--- config.mk ---
export PLATFORM = sky130hd
export DESIGN_NAME = argon_bus_sequencer_flat
export DESIGN_NICKNAME = d
export VERILOG_FILES = /design/src/rtl/argon_bus_sequencer_pkg.sv /design/src/rtl/argon_bus_sequencer_if.sv /design/src/rtl/argon_sync_fifo.sv /design/src/rtl/argon_bus_sequencer.sv /design/src/flat_wrapper.sv
export SDC_FILE = /design/constraint.sdc
export NUM_CORES = 1
export LEC_CHECK = 0
export CORE_UTILIZATION = 56
export CTS_CLUSTER_SIZE = 16
export DETAILED_ROUTE_END_ITERATION = 10
export GPL_ROUTABILITY_DRIVEN = 0
export PLACE_DENSITY = 0.9
export SYNTH_ARGS = -nofsm -noshare
export SYNTH_HDL_FRONTEND = slang
export SYNTH_SLANG_ARGS = --single-unit
--- constraint.sdc ---
create_clock -name i_Clk -period 4.2 [get_ports i_Clk]
set_clock_uncertainty 0.15 [all_clocks]
set_input_delay 0.84 -clock i_Clk [delete_from_list [all_inputs] [get_ports i_Clk]]
set_output_delay 0.84 -clock i_Clk [all_outputs]
set_load 0.1 [all_outputs]
--- src/rtl/argon_bus_sequencer_pkg.sv ---
// Shared types and constants for the Argon bus sequencer.
package bus_seq_pkg;

  // Reserved "no unit" code. No real unit may use this value.
  localparam logic [3:0] ID_NONE = 4'hF;

  // Tag width carried through the request FIFO. The sequencer's TAG_W must match.
  localparam int REQ_TAG_W = 4;
  typedef logic [REQ_TAG_W-1:0] req_tag_t;

  typedef struct packed {
    logic [3:0] src_id;
    logic [3:0] src_cmd;
    logic [3:0] dst_id;
    logic [3:0] dst_cmd;
    req_tag_t   tag;
  } bus_seq_req_t;

  typedef enum logic {
    IDLE = 1'b0,
    XFER = 1'b1
  } bus_seq_state_e;

  // Saturating increments used by the optional performance counters
  function automatic logic [15:0] sat_inc16(input logic [15:0] v);
    return (v == 16'hFFFF) ? v : v + 16'd1;
  endfunction

  function automatic logic [7:0] sat_inc8(input logic [7:0] v);
    return (v == 8'hFF) ? v : v + 8'd1;
  endfunction

endpackage

--- src/rtl/argon_bus_sequencer_if.sv ---
// Request, abort, bus-control and completion signals of the Argon bus sequencer.
interface argon_bus_sequencer_if #(
  parameter int TAG_W = 4
);
  logic             i_req_valid;
  logic             o_req_ready;
  logic [3:0]       i_req_src_id;
  logic [3:0]       i_req_src_cmd;
  logic [3:0]       i_req_dst_id;
  logic [3:0]       i_req_dst_cmd;
  logic [TAG_W-1:0] i_req_tag;
  logic             i_abort;
  logic             i_bus_valid;
  logic [3:0]       o_write_id;
  logic [3:0]       o_write_command;
  logic [3:0]       o_read_id;
  logic [3:0]       o_read_command;
  logic             o_done_valid;
  logic [TAG_W-1:0] o_done_tag;
  logic             o_done_error;
  logic             o_busy;

  // Sequencer side
  modport slave (
    input  i_req_valid, i_req_src_id, i_req_src_cmd, i_req_dst_id, i_req_dst_cmd,
           i_req_tag, i_abort, i_bus_valid,
    output o_req_ready, o_write_id, o_write_command, o_read_id, o_read_command,
           o_done_valid, o_done_tag, o_done_error, o_busy
  );

  // Decoder / environment side
  modport master (
    output i_req_valid, i_req_src_id, i_req_src_cmd, i_req_dst_id, i_req_dst_cmd,
           i_req_tag, i_abort, i_bus_valid,
    input  o_req_ready, o_write_id, o_write_command, o_read_id, o_read_command,
           o_done_valid, o_done_tag, o_done_error, o_busy
  );
endinterface

--- src/rtl/argon_sync_fifo.sv ---
// Synchronous show-ahead FIFO with flush. DEPTH must be a power of 2.
module argon_sync_fifo #(
  parameter int WIDTH = 8,
  parameter int DEPTH = 4
) (
  input  logic             i_Clk,
  input  logic             i_Reset,
  input  logic             i_flush,
  input  logic             i_push,
  input  logic [WIDTH-1:0] i_data,
  input  logic             i_pop,
  output logic [WIDTH-1:0] o_data,
  output logic             o_full,
  output logic             o_empty
);
  localparam int AW = $clog2(DEPTH);
  localparam logic [AW:0] FULL_CNT = (AW+1)'(DEPTH);

  logic [WIDTH-1:0] mem_q [DEPTH];
  logic [AW-1:0]    wr_ptr_q, wr_ptr_d, rd_ptr_q, rd_ptr_d;
  logic [AW:0]      cnt_q, cnt_d;
  logic             do_push, do_pop;

  assign o_full  = (cnt_q == FULL_CNT);
  assign o_empty = (cnt_q == '0);
  assign o_data  = mem_q[rd_ptr_q];
  assign do_push = i_push && !o_full && !i_flush;
  assign do_pop  = i_pop && !o_empty && !i_flush;

  // Pointer and occupancy update; flush wins over push/pop
  always_comb begin
    wr_ptr_d = wr_ptr_q;
    rd_ptr_d = rd_ptr_q;
    cnt_d    = cnt_q;
    if (i_flush) begin
      wr_ptr_d = '0;
      rd_ptr_d = '0;
      cnt_d    = '0;
    end else begin
      if (do_push) wr_ptr_d = wr_ptr_q + AW'(1);
      if (do_pop)  rd_ptr_d = rd_ptr_q + AW'(1);
      case ({do_push, do_pop})
        2'b10:   cnt_d = cnt_q + (AW+1)'(1);
        2'b01:   cnt_d = cnt_q - (AW+1)'(1);
        default: cnt_d = cnt_q;
      endcase
    end
  end

  // Control state register
  always_ff @(posedge i_Clk) begin
    if (i_Reset) begin
      wr_ptr_q <= '0;
      rd_ptr_q <= '0;
      cnt_q    <= '0;
    end else begin
      wr_ptr_q <= wr_ptr_d;
      rd_ptr_q <= rd_ptr_d;
      cnt_q    <= cnt_d;
    end
  end

  // Storage write; contents are only visible through valid pointers, so no reset
  always_ff @(posedge i_Clk) begin
    if (do_push) mem_q[wr_ptr_q] <= i_data;
  end

endmodule

--- src/rtl/argon_bus_sequencer.sv ---
// Argon bus sequencer: queues bus-transfer micro-ops, drives write/read id and
// command one op at a time, waits for the source's bus valid with a timeout and
// reports each completion with its tag and an error flag.
// Optional feature macro: ARGON_BUS_SEQ_PERF_EN (adds saturating perf counters).
module argon_bus_sequencer
  import bus_seq_pkg::*;
#(
  parameter int DEPTH   = 4,
  parameter int TAG_W   = 4,
  parameter int TIMEOUT = 15
) (
  input  logic                   i_Clk,
  input  logic                   i_Reset,
  argon_bus_sequencer_if.slave   bus_if
`ifdef ARGON_BUS_SEQ_PERF_EN
  ,
  output logic [15:0]            o_perf_xfers,
  output logic [15:0]            o_perf_stalls,
  output logic [7:0]             o_perf_timeouts
`endif
);
  localparam int CNT_W = $clog2(TIMEOUT + 1);
  localparam logic [CNT_W-1:0] CNT_MAX = CNT_W'(TIMEOUT);

  bus_seq_state_e   state_q, state_d;
  bus_seq_req_t     op_q, op_d, fifo_wdata, fifo_rdata;
  logic [CNT_W-1:0] cnt_q, cnt_d;
  logic             done_valid_q, done_valid_d;
  logic [TAG_W-1:0] done_tag_q, done_tag_d;
  logic             done_error_q, done_error_d;
  logic             fifo_push, fifo_pop, fifo_flush, fifo_full, fifo_empty;
  logic             req_ready, xfer_complete, xfer_timeout;

  assign req_ready          = !fifo_full && !i_Reset && !bus_if.i_abort;
  assign fifo_push          = bus_if.i_req_valid && req_ready;
  assign fifo_wdata.src_id  = bus_if.i_req_src_id;
  assign fifo_wdata.src_cmd = bus_if.i_req_src_cmd;
  assign fifo_wdata.dst_id  = bus_if.i_req_dst_id;
  assign fifo_wdata.dst_cmd = bus_if.i_req_dst_cmd;
  assign fifo_wdata.tag     = req_tag_t'(bus_if.i_req_tag);

  argon_sync_fifo #(
    .WIDTH ($bits(bus_seq_req_t)),
    .DEPTH (DEPTH)
  ) u_req_fifo (
    .i_Clk   (i_Clk),
    .i_Reset (i_Reset),
    .i_flush (fifo_flush),
    .i_push  (fifo_push),
    .i_data  (fifo_wdata),
    .i_pop   (fifo_pop),
    .o_data  (fifo_rdata),
    .o_full  (fifo_full),
    .o_empty (fifo_empty)
  );

  // Transfer end conditions: command-only ops finish at once, otherwise wait for valid
  always_comb begin
    xfer_complete = 1'b0;
    xfer_timeout  = 1'b0;
    if (state_q == XFER) begin
      xfer_complete = (op_q.src_id == ID_NONE) || (op_q.dst_id == ID_NONE) ||
                      bus_if.i_bus_valid;
      xfer_timeout  = !xfer_complete && (cnt_q == CNT_MAX);
    end
  end

  // Next-state: abort beats completion; a finished op hands over to the FIFO head
  always_comb begin
    state_d      = state_q;
    op_d         = op_q;
    cnt_d        = cnt_q;
    done_valid_d = 1'b0;
    done_tag_d   = done_tag_q;
    done_error_d = done_error_q;
    fifo_pop     = 1'b0;
    fifo_flush   = 1'b0;
    if (bus_if.i_abort) begin
      fifo_flush = 1'b1;
      cnt_d      = '0;
      if (state_q == XFER) begin
        state_d      = IDLE;
        done_valid_d = 1'b1;
        done_tag_d   = TAG_W'(op_q.tag);
        done_error_d = 1'b1;
      end
    end else begin
      case (state_q)
        IDLE: begin
          if (!fifo_empty) begin
            fifo_pop = 1'b1;
            op_d     = fifo_rdata;
            cnt_d    = '0;
            state_d  = XFER;
          end
        end
        XFER: begin
          if (xfer_complete || xfer_timeout) begin
            done_valid_d = 1'b1;
            done_tag_d   = TAG_W'(op_q.tag);
            done_error_d = xfer_timeout;
            cnt_d        = '0;
            if (!fifo_empty) begin
              fifo_pop = 1'b1;
              op_d     = fifo_rdata;
            end else begin
              state_d = IDLE;
            end
          end else begin
            cnt_d = cnt_q + CNT_W'(1);
          end
        end
        default: state_d = IDLE;
      endcase
    end
  end

  // State register and completion report
  always_ff @(posedge i_Clk) begin
    if (i_Reset) begin
      state_q      <= IDLE;
      cnt_q        <= '0;
      done_valid_q <= 1'b0;
      done_tag_q   <= '0;
      done_error_q <= 1'b0;
    end else begin
      state_q      <= state_d;
      cnt_q        <= cnt_d;
      done_valid_q <= done_valid_d;
      done_tag_q   <= done_tag_d;
      done_error_q <= done_error_d;
    end
  end

  // Op register; only read while in XFER, so it needs no reset
  always_ff @(posedge i_Clk) begin
    op_q <= op_d;
  end

  // Outputs: bus fields follow the op register only while transferring
  always_comb begin
    bus_if.o_write_id      = ID_NONE;
    bus_if.o_write_command = 4'h0;
    bus_if.o_read_id       = ID_NONE;
    bus_if.o_read_command  = 4'h0;
    if (state_q == XFER) begin
      bus_if.o_write_id      = op_q.src_id;
      bus_if.o_write_command = op_q.src_cmd;
      bus_if.o_read_id       = op_q.dst_id;
      bus_if.o_read_command  = op_q.dst_cmd;
    end
    bus_if.o_req_ready  = req_ready;
    bus_if.o_done_valid = done_valid_q;
    bus_if.o_done_tag   = done_tag_q;
    bus_if.o_done_error = done_error_q;
    bus_if.o_busy       = !fifo_empty || (state_q != IDLE);
  end

`ifdef ARGON_BUS_SEQ_PERF_EN
  logic [15:0] perf_xfers_q, perf_xfers_d;
  logic [15:0] perf_stalls_q, perf_stalls_d;
  logic [7:0]  perf_timeouts_q, perf_timeouts_d;

  // Perf events: clean completions, waiting XFER cycles, timeouts
  always_comb begin
    perf_xfers_d    = perf_xfers_q;
    perf_stalls_d   = perf_stalls_q;
    perf_timeouts_d = perf_timeouts_q;
    if (xfer_complete && !bus_if.i_abort) perf_xfers_d    = sat_inc16(perf_xfers_q);
    if ((state_q == XFER) && !xfer_complete) perf_stalls_d = sat_inc16(perf_stalls_q);
    if (xfer_timeout && !bus_if.i_abort)  perf_timeouts_d = sat_inc8(perf_timeouts_q);
  end

  // Perf counter registers
  always_ff @(posedge i_Clk) begin
    if (i_Reset) begin
      perf_xfers_q    <= '0;
      perf_stalls_q   <= '0;
      perf_timeouts_q <= '0;
    end else begin
      perf_xfers_q    <= perf_xfers_d;
      perf_stalls_q   <= perf_stalls_d;
      perf_timeouts_q <= perf_timeouts_d;
    end
  end

  assign o_perf_xfers    = perf_xfers_q;
  assign o_perf_stalls   = perf_stalls_q;
  assign o_perf_timeouts = perf_timeouts_q;
`endif

endmodule

--- src/flat_wrapper.sv ---
// flat-port wrapper written by rule: the top's interface ports become plain ports
module argon_bus_sequencer_flat import bus_seq_pkg::*;
#(
  parameter int DEPTH   = 4,
  parameter int TAG_W   = 4,
  parameter int TIMEOUT = 15
)
  (i_Clk, i_Reset, bus_if_i_req_valid, bus_if_i_req_src_id, bus_if_i_req_src_cmd, bus_if_i_req_dst_id, bus_if_i_req_dst_cmd, bus_if_i_req_tag, bus_if_i_abort, bus_if_i_bus_valid, bus_if_o_req_ready, bus_if_o_write_id, bus_if_o_write_command, bus_if_o_read_id, bus_if_o_read_command, bus_if_o_done_valid, bus_if_o_done_tag, bus_if_o_done_error, bus_if_o_busy);
  argon_bus_sequencer_if #(.TAG_W(TAG_W)) bus_if_i ();
  input  logic i_Clk;
  input  logic i_Reset;
  input wire logic [$bits(bus_if_i.i_req_valid)-1:0] bus_if_i_req_valid;
  input wire logic [$bits(bus_if_i.i_req_src_id)-1:0] bus_if_i_req_src_id;
  input wire logic [$bits(bus_if_i.i_req_src_cmd)-1:0] bus_if_i_req_src_cmd;
  input wire logic [$bits(bus_if_i.i_req_dst_id)-1:0] bus_if_i_req_dst_id;
  input wire logic [$bits(bus_if_i.i_req_dst_cmd)-1:0] bus_if_i_req_dst_cmd;
  input wire logic [$bits(bus_if_i.i_req_tag)-1:0] bus_if_i_req_tag;
  input wire logic [$bits(bus_if_i.i_abort)-1:0] bus_if_i_abort;
  input wire logic [$bits(bus_if_i.i_bus_valid)-1:0] bus_if_i_bus_valid;
  output wire logic [$bits(bus_if_i.o_req_ready)-1:0] bus_if_o_req_ready;
  output wire logic [$bits(bus_if_i.o_write_id)-1:0] bus_if_o_write_id;
  output wire logic [$bits(bus_if_i.o_write_command)-1:0] bus_if_o_write_command;
  output wire logic [$bits(bus_if_i.o_read_id)-1:0] bus_if_o_read_id;
  output wire logic [$bits(bus_if_i.o_read_command)-1:0] bus_if_o_read_command;
  output wire logic [$bits(bus_if_i.o_done_valid)-1:0] bus_if_o_done_valid;
  output wire logic [$bits(bus_if_i.o_done_tag)-1:0] bus_if_o_done_tag;
  output wire logic [$bits(bus_if_i.o_done_error)-1:0] bus_if_o_done_error;
  output wire logic [$bits(bus_if_i.o_busy)-1:0] bus_if_o_busy;
  assign bus_if_i.i_req_valid = bus_if_i_req_valid;
  assign bus_if_i.i_req_src_id = bus_if_i_req_src_id;
  assign bus_if_i.i_req_src_cmd = bus_if_i_req_src_cmd;
  assign bus_if_i.i_req_dst_id = bus_if_i_req_dst_id;
  assign bus_if_i.i_req_dst_cmd = bus_if_i_req_dst_cmd;
  assign bus_if_i.i_req_tag = bus_if_i_req_tag;
  assign bus_if_i.i_abort = bus_if_i_abort;
  assign bus_if_i.i_bus_valid = bus_if_i_bus_valid;
  assign bus_if_o_req_ready = bus_if_i.o_req_ready;
  assign bus_if_o_write_id = bus_if_i.o_write_id;
  assign bus_if_o_write_command = bus_if_i.o_write_command;
  assign bus_if_o_read_id = bus_if_i.o_read_id;
  assign bus_if_o_read_command = bus_if_i.o_read_command;
  assign bus_if_o_done_valid = bus_if_i.o_done_valid;
  assign bus_if_o_done_tag = bus_if_i.o_done_tag;
  assign bus_if_o_done_error = bus_if_i.o_done_error;
  assign bus_if_o_busy = bus_if_i.o_busy;
  argon_bus_sequencer #(.DEPTH(DEPTH), .TAG_W(TAG_W), .TIMEOUT(TIMEOUT)) u_core (.i_Clk(i_Clk), .i_Reset(i_Reset), .bus_if(bus_if_i));
endmodule
==> metrics <==
worst setup path class=reg -> out; combinational share of power=roughly 3.5%; register area share after synthesis=about 75%; Max-slew headroom=30.71%; grt total ovfl=0; Setup-failing EPs final=0; commonest non-fill, non-tap cells in the layout=edfxtp_1 (100), clkdlybuf4s50_1 (38), mux4_2 (20), dfxtp_1 (20); Slew Viols, Final=0; first-pass GRT wire length=12740 um; Post-DRT Antenna Nets=0; status=finished, final reports clean; Reg2Reg Launch Point=u_core.state_q$_SDFF_PP0_; mux share of post-synthesis cell area=between 10% and 20%; post-route setup TNS=0 ns; Starting Density=approximately 60%; # fillers=464; placed cell count=~400; Post-CTS Repair Setup Buffers=0; Synth Warn #=0; total internal power=0.002126 W; die width=92.25 um; root buffer cell=clkbuf_8; Tot Pwr=~0.0027 W; Mapped Area=~0.0046 mm2; Adder-Cell Fraction of Synth Area=between 2 and 2.5%; dpl hpwl=between 4000 and 5000 um; number of port buffers=48; Least-Margin Pin Slew=between 1 and 1.5 ns; Sw Ratio=21.36%; nets=between 300 and 400; hold wc startpoint=u_core.op_q[2]$_DFFE_PP_; commonest non-fill, non-tap cell in the layout=edfxtp_1; vias in the first global route=around 2500; GRT Total Usage=a little over a fifth; synth top area cells=edfxtp_1 (66%), mux4_2 (9.9%), dfxtp_1 (8.8%), and2_1 (1.6%), ha_1 (1.6%); Reg power frac=between 40 and 50%; xor and xnor area share after synthesis=less than 1%; Avg WL per Cell=~19 um; Tmin final=approximately 3.5 ns; Cell variety after synth=35; drc violations=0; largest family of logic cells by synthesized area=multiplexers; Max IR drop VDD=between 0.4 and 0.5 mV; Non-Filler Instances=between 400 and 500; Die Footprint=roughly 0.0085 mm2; Multi-input gate area=0.001080 mm2; Num CTS Buffers=17; routed vias/inst=5.585; CTS sink cnt=120; Finished Core Util=about three quarters; pin count of the biggest net entering global routing=22; CP Data Required Time=roughly 3.2 ns; Layout area overhead=25.29%; diode count=0; Tcrit/Tclk final=82.81%; cell taking the most area after synthesis=edfxtp_1; Yosys top cell area share=between 60% and 70%; initial drt markers=roughly 130; IO Count=between 40 and 50; Switch Pwr=just under 0.0006 W; Clk pin slew, worst setup/hold paths=0.06 ns; via count=approximately 2400; Yosys reg bits=120; Place WS=about 0.54 ns; Syn Inst Count=between 200 and 250; Clock power frac=around half; final worst slack=0.7221 ns; Syn Area/Cell=between 15 and 20 um2; post-CTS sizing=0; fmax=roughly 290 MHz; Setup crit end kind=output port; unrepaired setup endpoints after global routing=no; CTS tree=yes; CP arrival=2.49 ns; total wire length=8217 um; Crit. Startpoint=u_core.state_q$_SDFF_PP0_; Post-Syn Nets=roughly 280; Final Hold Viols=0; critical path peak fanout=21; Pleak=1.918 nW; initial antenna violation count=0; floorplan core area=0.007807 mm2; power per cell area=around 470 mW/mm2; startpoint types=flop; Max-cap violations=0; Hold Path Class=reg -> reg; die height=92.25 um; TritonRoute pass-1 iters=4; H-Tree Depth=4; cts hold-fix bufs=0; share of cells above drive strength 1=22.02%; Rows=32; clock tree buffer depth=2; clock latency on the worst-skew pair=0.52 ns; Seq. cell area=0.003403 mm2; post-synthesis compound-gate area fraction=3.457%; Synth Area in Simple Gates=under 10%
==> state kept, by name (all words and copies together) (netlist names), named ones only <==
| register | flops |
|---|---|
| u_core.u_req_fifo.rd_ptr_q | 2 |
| u_core.op_q | 20 |
| u_core.u_req_fifo.cnt_q | 3 |
| u_core.bus_if.o_done_valid | 1 |
| u_core.bus_if.o_done_tag | 4 |
| u_core.bus_if.o_done_error | 1 |
| u_core.state_q | 1 |
| u_core.u_req_fifo.mem_q | 80 |
| u_core.u_req_fifo.wr_ptr_q | 2 |
| u_core.cnt_q | 4 |
==> logic make-up after synthesis <==
logic type | count (synthesis)
mux | 25
buf+inv | 19
xor+xnor | 3
compound gates | 20
simple gates | 55
flops | 120
fa+ha+maj | 7
==> layout make-up <==
cell class	instances	share of cell area, %
clock buffers	18	7.313
clock inverters	14	2.233
inverters	10	0.6569
multi-input cells	110	18.90
flip-flops and latches	120	59.56
well taps	102	2.233
repair buffers	55	9.109
==> path summary, 6_finish.rpt <==
path                                              end  cells after the start  slack, ns
max                              bus_if_o_write_id[0]                      2       0.72
min          u_core.bus_if.o_done_tag[2]$_SDFFE_PP0P_                      2       0.37
max reg2reg   u_core.u_req_fifo.cnt_q[2]$_SDFFE_PP0P_                      9       1.46
min reg2reg  u_core.bus_if.o_done_tag[2]$_SDFFE_PP0P_                      2       0.37
==> routing by layer <==
metal,part of all wire [%],GRT usage (%),up-vias
met5,0,0,-
met4,1.4,10.55,0
met3,7.0,8.043,12
met2,54,36.01,93
met1,38,24.60,1206
li1,-,-,1085
==> synthesized netlist by cell type <==
master / count
dfxtp_1: 20
ha_1: 6
o32ai_1: 1
nor2_1: 15
and3_1: 1
and2_1: 12
mux4_2: 20
a21oi_1: 8
buf_6: 1
nor4_1: 2
xor2_1: 2
xnor2_1: 1
nand2_1: 4
inv_1: 10
nor3_1: 3
and4_4: 1
a211oi_4: 1
mux2i_1: 5
fa_1: 1
buf_2: 3
a31oi_1: 1
or3_1: 3
a22oi_1: 1
nand2b_1: 9
o21ai_0: 3
edfxtp_1: 100
o31ai_1: 1
o211ai_1: 1
o41ai_4: 1
nor2b_1: 2
or2_1: 1
o21a_1: 1
a41o_1: 1
clkbuf_1: 5
nand3_1: 2
==> worst max-delay path: stages (launching register included) <==
cell and delay [ns]:
dfxtp_1 0.84, nand2b_1 0.13, clkdlybuf4s50_1 1.00
==> power groups by stage <==
stage                     clock [W]  combinational [W]  sequential (W)
after floorplan                   0          0.0000466         0.00133
after global placement            0          0.0000903         0.00133
after detailed placement          0          0.0000942         0.00133
after CTS                   0.00133          0.0000950         0.00130
after global routing        0.00137           0.000101         0.00131
final                       0.00130          0.0000939         0.00130
==> per-stage QoR <==
stage / hold WS [ns] / area [um2]
5_1_grt: 0.3972 / 5714
3_3_place_gp: 0.3123 / 5169
6_report: 0.3672 / 5714
3_5_place_dp: 0.3515 / 5169
4_1_cts: 0.3673 / 5714
2_1_floorplan: 0.3025 / 4561
(Power assumes the default switching activity.)
